## config.mk

```make
export PLATFORM = sky130hd
export DESIGN_NAME = bcd_stopwatch_counter_flat
export DESIGN_NICKNAME = d
export VERILOG_FILES = /design/src/rtl/bcd_stopwatch_counter_pkg.sv /design/src/rtl/bcd_stopwatch_counter_if.sv /design/src/rtl/bcd_stopwatch_counter_digit.sv /design/src/rtl/bcd_stopwatch_counter.sv /design/src/flat_wrapper.sv
export SDC_FILE = /design/constraint.sdc
export NUM_CORES = 1
export LEC_CHECK = 0
export CAP_MARGIN = 20
export CORE_UTILIZATION = 50
export CTS_CLUSTER_DIAMETER = 150
export DETAILED_ROUTE_END_ITERATION = 8
export GPL_TIMING_DRIVEN = 1
export PLACE_DENSITY = 0.74
export SLEW_MARGIN = 20
export SYNTH_ARGS = -nofsm -noshare
export SYNTH_HDL_FRONTEND = slang
export SYNTH_SLANG_ARGS = --single-unit
```

## constraint.sdc

```tcl
create_clock -name msclk -period 2.2 [get_ports msclk]
set_clock_uncertainty 0.05 [all_clocks]
set_input_delay 0.33 -clock msclk [delete_from_list [all_inputs] [get_ports msclk]]
set_output_delay 0.33 -clock msclk [all_outputs]
set_load 0.005 [all_outputs]
```

## src/rtl/bcd_stopwatch_counter_pkg.sv

```systemverilog
// Shared types and constants for the four-digit BCD stopwatch counter.
package bcd_stopwatch_counter_pkg;

  typedef enum logic [1:0] {
    ST_IDLE  = 2'd0,
    ST_RUN   = 2'd1,
    ST_PAUSE = 2'd2,
    ST_DONE  = 2'd3
  } state_e;

  typedef logic [3:0] bcd_t;

  localparam bcd_t BCD_MAX    = 4'd9;
  localparam int   NUM_DIGITS = 4;

  // Preset nibbles above 9 saturate so a digit never leaves the BCD range.
  function automatic bcd_t clamp_bcd(input logic [3:0] n);
    return (n > BCD_MAX) ? BCD_MAX : n;
  endfunction

endpackage

```

## src/rtl/bcd_stopwatch_counter_if.sv

```systemverilog
// Control pulses, preset value and display/status outputs of the stopwatch.
interface bcd_stopwatch_counter_if;
  import bcd_stopwatch_counter_pkg::*;

  logic        start_stop;
  logic        clear;
  logic        load;
  logic [15:0] load_val;
  logic        dir;
  bcd_t        one;
  bcd_t        ten;
  bcd_t        hun;
  bcd_t        thoud;
  logic        running;
  logic        done;

  modport master (
    output start_stop, clear, load, load_val, dir,
    input  one, ten, hun, thoud, running, done
  );

  modport slave (
    input  start_stop, clear, load, load_val, dir,
    output one, ten, hun, thoud, running, done
  );

endinterface

```

## src/rtl/bcd_stopwatch_counter_digit.sv

```systemverilog
// One BCD digit: up/down step with wrap, clear, clamped load, carry/borrow out.
module bcd_digit
  import bcd_stopwatch_counter_pkg::*;
(
  input  logic clk_i,
  input  logic rst_i,
  input  logic en_i,
  input  logic dir_i,
  input  logic clear_i,
  input  logic load_i,
  input  bcd_t load_val_i,
  output bcd_t q_o,
  output logic co_o,
  output logic term_o
);

  bcd_t digit_q, digit_d;

  // At the wrap point for the current direction the digit is terminal.
  assign term_o = dir_i ? (digit_q == 4'd0) : (digit_q == BCD_MAX);
  assign co_o   = en_i && !clear_i && !load_i && term_o;
  assign q_o    = digit_q;

  always_comb begin
    digit_d = digit_q;
    if (clear_i) begin
      digit_d = '0;
    end else if (load_i) begin
      digit_d = clamp_bcd(load_val_i);
    end else if (en_i) begin
      if (dir_i) digit_d = (digit_q == 4'd0) ? BCD_MAX : digit_q - 4'd1;
      else       digit_d = (digit_q == BCD_MAX) ? 4'd0 : digit_q + 4'd1;
    end
  end

  always_ff @(posedge clk_i) begin
    if (rst_i) digit_q <= '0;
    else       digit_q <= digit_d;
  end

endmodule

```

## src/rtl/bcd_stopwatch_counter.sv

```systemverilog
// Four-digit BCD stopwatch: run/pause FSM, tick prescaler and rippled digit chain.
module bcd_stopwatch_counter
  import bcd_stopwatch_counter_pkg::*;
#(
  parameter int TICK_DIV = 10
) (
  input  logic                    msclk,
  input  logic                    reset,
  bcd_stopwatch_counter_if.slave  bus
);

  localparam logic [15:0] PRESC_LAST = 16'(TICK_DIV - 1);

  state_e                  state_q;
  logic [15:0]             presc_q;
  logic                    running_q;
  logic                    done_q;
  logic                    tick;
  logic                    all_term;
  logic [NUM_DIGITS-1:0]   en;
  logic [NUM_DIGITS-1:0]   co;
  logic [NUM_DIGITS-1:0]   term;
  bcd_t                    dq [NUM_DIGITS];
  logic                    unused_top_carry;

  assign tick     = (state_q == ST_RUN) && (presc_q == PRESC_LAST) && !bus.clear && !bus.load;
  assign all_term = &term;
  // A tick at the terminal value freezes the digits; only the FSM reacts.
  assign en[0]    = tick && !all_term;

  for (genvar g = 0; g < NUM_DIGITS; g++) begin : g_digit
    bcd_digit u_digit (
      .clk_i      (msclk),
      .rst_i      (reset),
      .en_i       (en[g]),
      .dir_i      (bus.dir),
      .clear_i    (bus.clear),
      .load_i     (bus.load),
      .load_val_i (bus.load_val[4*g +: 4]),
      .q_o        (dq[g]),
      .co_o       (co[g]),
      .term_o     (term[g])
    );
    if (g < NUM_DIGITS - 1) begin : g_ripple
      assign en[g+1] = co[g];
    end
  end

  assign unused_top_carry = co[NUM_DIGITS-1];

  assign bus.one     = dq[0];
  assign bus.ten     = dq[1];
  assign bus.hun     = dq[2];
  assign bus.thoud   = dq[3];
  assign bus.running = running_q;
  assign bus.done    = done_q;

  always_ff @(posedge msclk) begin
    if (reset) begin
      state_q   <= ST_IDLE;
      presc_q   <= '0;
      running_q <= 1'b0;
      done_q    <= 1'b0;
    end else if (bus.clear || bus.load) begin
      state_q   <= ST_IDLE;
      presc_q   <= '0;
      running_q <= 1'b0;
      done_q    <= 1'b0;
    end else begin
      unique case (state_q)
        ST_IDLE: begin
          if (bus.start_stop) begin
            state_q   <= ST_RUN;
            presc_q   <= '0;
            running_q <= 1'b1;
          end
        end
        ST_RUN: begin
          // The prescaler keeps counting in the cycle that pauses, so a resume
          // continues from where the phase left off.
          presc_q <= tick ? '0 : presc_q + 16'd1;
          if (tick && all_term) begin
            state_q   <= ST_DONE;
            running_q <= 1'b0;
            done_q    <= 1'b1;
          end else if (bus.start_stop) begin
            state_q   <= ST_PAUSE;
            running_q <= 1'b0;
          end
        end
        ST_PAUSE: begin
          if (bus.start_stop) begin
            state_q   <= ST_RUN;
            running_q <= 1'b1;
          end
        end
        ST_DONE: ;
        default: begin
          state_q   <= ST_IDLE;
          running_q <= 1'b0;
          done_q    <= 1'b0;
        end
      endcase
    end
  end

endmodule

```

## src/flat_wrapper.sv

```systemverilog
// flat-port wrapper written by rule: the top's interface ports become plain ports
module bcd_stopwatch_counter_flat import bcd_stopwatch_counter_pkg::*;
#(
  parameter int TICK_DIV = 10
)
  (msclk, reset, bus_start_stop, bus_clear, bus_load, bus_load_val, bus_dir, bus_one, bus_ten, bus_hun, bus_thoud, bus_running, bus_done);
  bcd_stopwatch_counter_if bus_i ();
  input  logic msclk;
  input  logic reset;
  input wire logic [$bits(bus_i.start_stop)-1:0] bus_start_stop;
  input wire logic [$bits(bus_i.clear)-1:0] bus_clear;
  input wire logic [$bits(bus_i.load)-1:0] bus_load;
  input wire logic [$bits(bus_i.load_val)-1:0] bus_load_val;
  input wire logic [$bits(bus_i.dir)-1:0] bus_dir;
  output wire logic [$bits(bus_i.one)-1:0] bus_one;
  output wire logic [$bits(bus_i.ten)-1:0] bus_ten;
  output wire logic [$bits(bus_i.hun)-1:0] bus_hun;
  output wire logic [$bits(bus_i.thoud)-1:0] bus_thoud;
  output wire logic [$bits(bus_i.running)-1:0] bus_running;
  output wire logic [$bits(bus_i.done)-1:0] bus_done;
  assign bus_i.start_stop = bus_start_stop;
  assign bus_i.clear = bus_clear;
  assign bus_i.load = bus_load;
  assign bus_i.load_val = bus_load_val;
  assign bus_i.dir = bus_dir;
  assign bus_one = bus_i.one;
  assign bus_ten = bus_i.ten;
  assign bus_hun = bus_i.hun;
  assign bus_thoud = bus_i.thoud;
  assign bus_running = bus_i.running;
  assign bus_done = bus_i.done;
  bcd_stopwatch_counter #(.TICK_DIV(TICK_DIV)) u_core (.msclk(msclk), .reset(reset), .bus(bus_i));
endmodule
```

### After elaboration in Yosys (flattened, before gate mapping)

Cells that the tools add are included.
W data, S select, Z words.

| word-level totals | value |
|---|---|
| bits in registers | 36 |
| input port bits | 22 |
| output and inout bits | 18 |

| operators by class | value |
|---|---|
| add/sub/neg operators | 9 |
| order comparisons | 4 |
| eq/ne operators | 10 |
| mux-type cells | 39 |
| reduce and logical (&&, ||, !) cells | 36 |

Operator list:

| cell | number |
|---|---|
| $mux W4 | 24 |
| $mux W16 | 2 |
| $pmux W16 S2 | 1 |
| $add A16 B1 Y16 const B | 1 |
| $add A4 B1 Y4 const B | 4 |
| $eq A16 B4 Y1 const B | 1 |
| $eq A4 B4 Y1 const B | 4 |
| $gt A4 B4 Y1 const B | 4 |
| $logic_not A4 Y1 | 4 |
| $sub A4 B1 Y4 const B | 4 |
| $logic_and A1 B1 Y1 | 14 |
| $reduce_bool A2 Y1 | 6 |
| $mux W1 | 7 |
| $mux W2 | 3 |
| $reduce_or A2 Y1 | 3 |
| $pmux W2 S2 | 1 |
| $reduce_and A2 Y1 | 2 |
| $reduce_and A4 Y1 | 1 |
| $logic_not A1 Y1 | 3 |
| $ne A3 B3 Y1 const B | 1 |
| $reduce_and A3 Y1 | 1 |
| $eq A2 B1 Y1 const B | 1 |
| $eq A2 B2 Y1 const B | 1 |
| $logic_not A2 Y1 | 1 |
| other kinds (4) | 4 |

### Longest topological paths before layout

| depth | value |
|---|---|
| word-level depth | 16 |
| gate-level depth with buffers | 7 |

### Modules after synthesis

Synthesis repeated with hierarchy kept, for this count alone.

| unflattened totals | value |
|---|---|
| cell total of the unflattened synthesis | 346 |
| area total of the unflattened synthesis | 2762.6 µm² |

By module, submodules not included:

| module | instances | cells an instance | area an instance (µm²) | sequential area each (µm²) |
|---|---|---|---|---|
| bcd_digit | 4 | 50 | 392.9 | 80.1 |
| bcd_stopwatch_counter | 1 | 146 | 1191.1 | 400.4 |

### Worst setup path before layout

No wires, ideal clock.

| timing path | value |
|---|---|
| path kind | register -> register |
| start | register u_core.g_digit[1].u_digit.digit_q[0] |
| end | register u_core.g_digit[2].u_digit.digit_q[2] |
| library setup time | 123 ps |
| arrival | 1850 ps |
| required time | 2027 ps |
| slack | 177 ps |
| stages on the path, launching flop included | 7 |
| clock period less this slack | 2023 ps |
| cell sequence | dfxtp_1 > buf_2 > and3b_1 > o21ai_2 > or4_4 > a21oi_2 > mux2_1 |

| on the way | value |
|---|---|
| word-level cells in the longest chain between the ends | 12 |

RTL lines:

| element | RTL line | RTL |
|---|---|---|
| from (decl) | bcd_stopwatch_counter_digit.sv:17 | `bcd_t digit_q, digit_d;` |
| from (signal assigned) | bcd_stopwatch_counter_digit.sv:38 | `else digit_q <= digit_d;` |
| $eq A4 B4 Y1 or $logic_not A4 Y1 (tied branches) | bcd_stopwatch_counter_digit.sv:20 | `assign term_o = dir_i ? (digit_q == 4'd0) : (digit_q == BCD_MAX);` |
| $mux W1 (*) | bcd_stopwatch_counter_digit.sv:20 |  |
| $reduce_and A4 Y1 | bcd_stopwatch_counter.sv:27 | `assign all_term = &term;` |
| $logic_not A1 Y1 | bcd_stopwatch_counter.sv:29 | `assign en[0] = tick && !all_term;` |
| $logic_and A1 B1 Y1 | bcd_stopwatch_counter.sv:29 |  |
| $logic_and A1 B1 Y1 (5 in series) | bcd_stopwatch_counter_digit.sv:21 | `assign co_o = en_i && !clear_i && !load_i && term_o;` |
| $logic_and A1 B1 Y1 (*) | bcd_stopwatch_counter_digit.sv:21 |  |
| $reduce_bool A2 Y1 (no line) (*) | -- |  |
| to (signal assigned) | bcd_stopwatch_counter_digit.sv:38 |  |
| to (decl) | bcd_stopwatch_counter_digit.sv:17 |  |

Mark *: on every way between the ends. The rest lies on a longest branch, timed or not.
A chain may end at the register's enable or synchronous reset.

### Final worst setup path

| timing path | value |
|---|---|
| start | register u_core.presc_q[12] |
| end | register u_core.g_digit[1].u_digit.digit_q[0] |

| on the way | value |
|---|---|
| word-level cells in the longest chain between the ends | 9 |

RTL lines:

| element | RTL line | RTL |
|---|---|---|
| from (decl) | bcd_stopwatch_counter.sv:15 | `logic [15:0] presc_q;` |
| from (signal assigned) | bcd_stopwatch_counter.sv:81 | `presc_q <= tick ? '0 : presc_q + 16'd1;` |
| $eq A16 B4 Y1 | bcd_stopwatch_counter.sv:26 | `assign tick = (state_q == ST_RUN) && (presc_q == PRESC_LAST) && !bus.clear && !bus.load;` |
| $logic_and A1 B1 Y1 (3 in series) | bcd_stopwatch_counter.sv:26 |  |
| $logic_and A1 B1 Y1 | bcd_stopwatch_counter.sv:29 |  |
| $logic_and A1 B1 Y1 (3 in series) | bcd_stopwatch_counter_digit.sv:21 |  |
| $reduce_bool A2 Y1 (no line) | -- |  |

Every way passes these cells.

==> results.md <==
* Worst Path Max Fanout at 6
* Drt via density at roughly 6.0
* Post-synthesis mux area share at 3.349%
* Place WS at -0.3848 ns
* First-pass detailed-route iteration total at 5
* Int Power at around 1.2 mW
* # setup viols final at 0
* Syn_nets at 398
* Yosys warns at 0
* Rel. slew slack at roughly 75%
* Max-slew violations at 0
* HPWL after DPL at between 5000 and 6000 um
* Asr flop ratio synth at 0%
* Initial Utilization at about half
* Layout area overhead at 31.12%
* Mapped Cells at ~370
* Hold Slack at 0.4352 ns
* Post-synthesis compound-gate area fraction at roughly 28%
* Setup crit start kind: flop
* Crit path arrival time at 2.26 ns
* Core Box Area at about 5500 um2
* Synth Register Bits at 36
* DIE WIDTH at a little under 80 um
* First-iteration detailed-routing DRC count at around 210
* Final std cell area, no fill at between 3000 and 4000 um2
* Die height at 77.35 um
* Antenna cells at 0
* Final Core Density at 68.02%
* Port Buf Inserts at 39
* Psw at ~420 uW
* Sw frac at roughly a quarter
* CP delay by family, top: simple AND/OR/NAND/NOR gates
* Critical Path Max Stage Delay at roughly 0.4 ns
* Std cell rows at 27
* Cell Area, Placed at 3601 um2
* Vias in the first global route at around 3.0k
* Final Hold Viols at 0
* Detailed-route via count at approximately 3.1k
* Largest family of logic cells by synthesized area: simple AND/OR/NAND/NOR gates
* Maximum Capacitance Violations at 0
* Critical path class: reg -> reg
* Reg2Reg Setup Slack at between 0.07 and 0.08 ns
* CTS buffer count at 5
* # clock sinks at 36
* Clk buf depth at 2
* Drt wl/cell at around 16 um
* Fmax at roughly 470 MHz
* Syn Std Cell Area at between 2000 and 3000 um2
* Clock power frac at ~37%
* Post-layout min period at between 2 and 2.5 ns
* Worst Tran Pin Value at about 0.36 ns
* Drc violations at 0
* Peak VDD IR at about 380 uV
* Worst min path class: reg -> reg
* Critical-path top delay cell: nor4_2
* CP Cell Sequence: nor4_2, nand4b_1, buf_4, nor4_2, buf_4, a21boi_1, o311a_1
* Gate power share at just over 20%
* Simple-Gate Fraction of Synth Area at a little over a third
* Area of the die at 5983 um2
* Most common cell after layout, fill and taps aside: buf_4
* Data required, critical path at 2.34 ns
* Num ports at 40
* Cell variety after synth at 69
* Register area share after synthesis at 25.39%
* Initial antenna violation count at 0
* Fill cells at around 470
* Share of cells above drive strength 1 at 20.05%
* Leak pwr at 1.352 nW
* Ys flop type: dfxtp_1
* Total GRT Usage at between 20 and 30%
* Xor-xnor portion of the synthesized cell area at 0.3085%
* Fin nets at ~470
* Clock Pin Slew Worst Setup and Hold Paths at roughly 0.080 ns
* Unrepaired setup endpoints after global routing: no
* CTS tree: built
* Syn Area/Cell at around 7.6 um2
* First-pass GRT wire length at between 10000 and 15000 um
* Post-Synth Adder-Cell Area at 0.8814%
* Worst Setup End Kind: flop
* Buf/Inv on CP at 2
* Power Dens Cells at ~430 nW/um2
* Total gr overflow at 0
* Routed Wire Length at 8008 um
* Clk_lat worst skew at about 0.29 ns
* CTS H-tree lvls at 2
* Largest net degree at the start of global routing at 29
* Register share of total power at 42.4%
* CTS root buf: clkbuf_8
* Final GP Congestion at 0.8386
* Setup ws final at ~0.074 ns
* Final setup TNS at 0 ns
* Outcome: finished, final reports clean
* Most frequent cells in the layout: buf_4, clkdlybuf4s50_1, dfxtp_1
* Post-route ant nets at 0
* Post-synth EDFFs at 0
* Fin crit share at 96.65%
* Multi-input logic area at around 1900 um2
* Storage element area at a little over 700 um2
==> through the flow <==
step,total power [mW],instances
2_1_floorplan,0.8590,374
3_3_place_gp,1.002,508
3_5_place_dp,1.008,508
4_1_cts,1.585,516
5_1_grt,1.647,516
6_report,1.586,516
==> logic make-up (layout without fill, tap and decap cells) <==
family | count (synthesis) | after routing
fa+ha+maj | 2 | 2
xor+xnor | 1 | 1
mux | 9 | 9
simple gates | 168 | 168
flops | 36 | 36
buf+inv | 44 | 114
compound gates | 114 | 114
==> cells in the mapped netlist, drive strengths merged, types with 7 or more instances <==
master   n  area (um2)
nand3b   9       67.56
inv     12       45.04
nand3   16       80.08
nor3     9       45.04
nor2    29       108.9
a21oi   20       107.6
a311oi  11       102.6
dfxtp   36       720.7
nor4     9       96.34
nand2   27       101.4
buf      9       52.55
nor2b    8       50.05
clkbuf  22       83.83
nand2b  14       87.58
o21ai   28       151.4
o211ai   7       52.55
==> worst paths after layout <==
path,from,end,cells past startpoint
worst max-delay path,u_core.presc_q[12],u_core.g_digit[1].u_digit.q_o[0],7
worst min-delay path,u_core.bus.done,u_core.bus.done,1
worst min register to register,u_core.bus.done,u_core.bus.done,1
worst max register to register,u_core.presc_q[12],u_core.g_digit[1].u_digit.q_o[0],7
==> per-layer routing <==
layer,up-vias,share of wire [%],GRT usage [%]
met1,1498,45,33.50
met4,0,1.2,7.736
met3,10,3.2,3.765
met5,-,0,0
met2,66,51,51.68
li1,1539,-,-
==> power by group through the flow <==
stage | clock network [mW] | logic [mW] | registers [mW]
floorplan | 0 | 0.172 | 0.687
global placement | 0 | 0.314 | 0.688
detailed placement | 0 | 0.321 | 0.688
CTS | 0.589 | 0.323 | 0.673
global route | 0.618 | 0.355 | 0.674
finish | 0.587 | 0.326 | 0.673
==> worst reg2reg max path, cell delays in order (launching register included) <==
cell and delay [ns]:
dfxtp_1 0.34, nor4_2 0.39, nand4b_1 0.27, buf_4 0.22
nor4_2 0.21, buf_4 0.19, a21boi_1 0.07, o311a_1 0.28
==> repair_timing <==
action                     CTS  global route
setup endpoints to repair    7             6
gates resized for setup      1             3
pin swaps                    0             3
hold buffers                 0             0
setup buffers                0             0
hold endpoints to repair     0             0
==> state kept, by name, summed over array words and instances (netlist names) <==
register / cells
u_core.presc_q: 16
u_core.g_digit.u_digit.q_o: 16
u_core.bus.running: 1
u_core.bus.done: 1
u_core.state_q: 2
==> layout make-up <==
class	instances	area share [%]
multi-input combinational	294	52.27
clock buffer	6	1.950
tap	72	2.420
sequential	36	19.36
inverter	13	1.311
clock inverter	2	0.9412
timing repair buffer	93	21.75
Note: power is estimated with default switching activity, not from simulation.
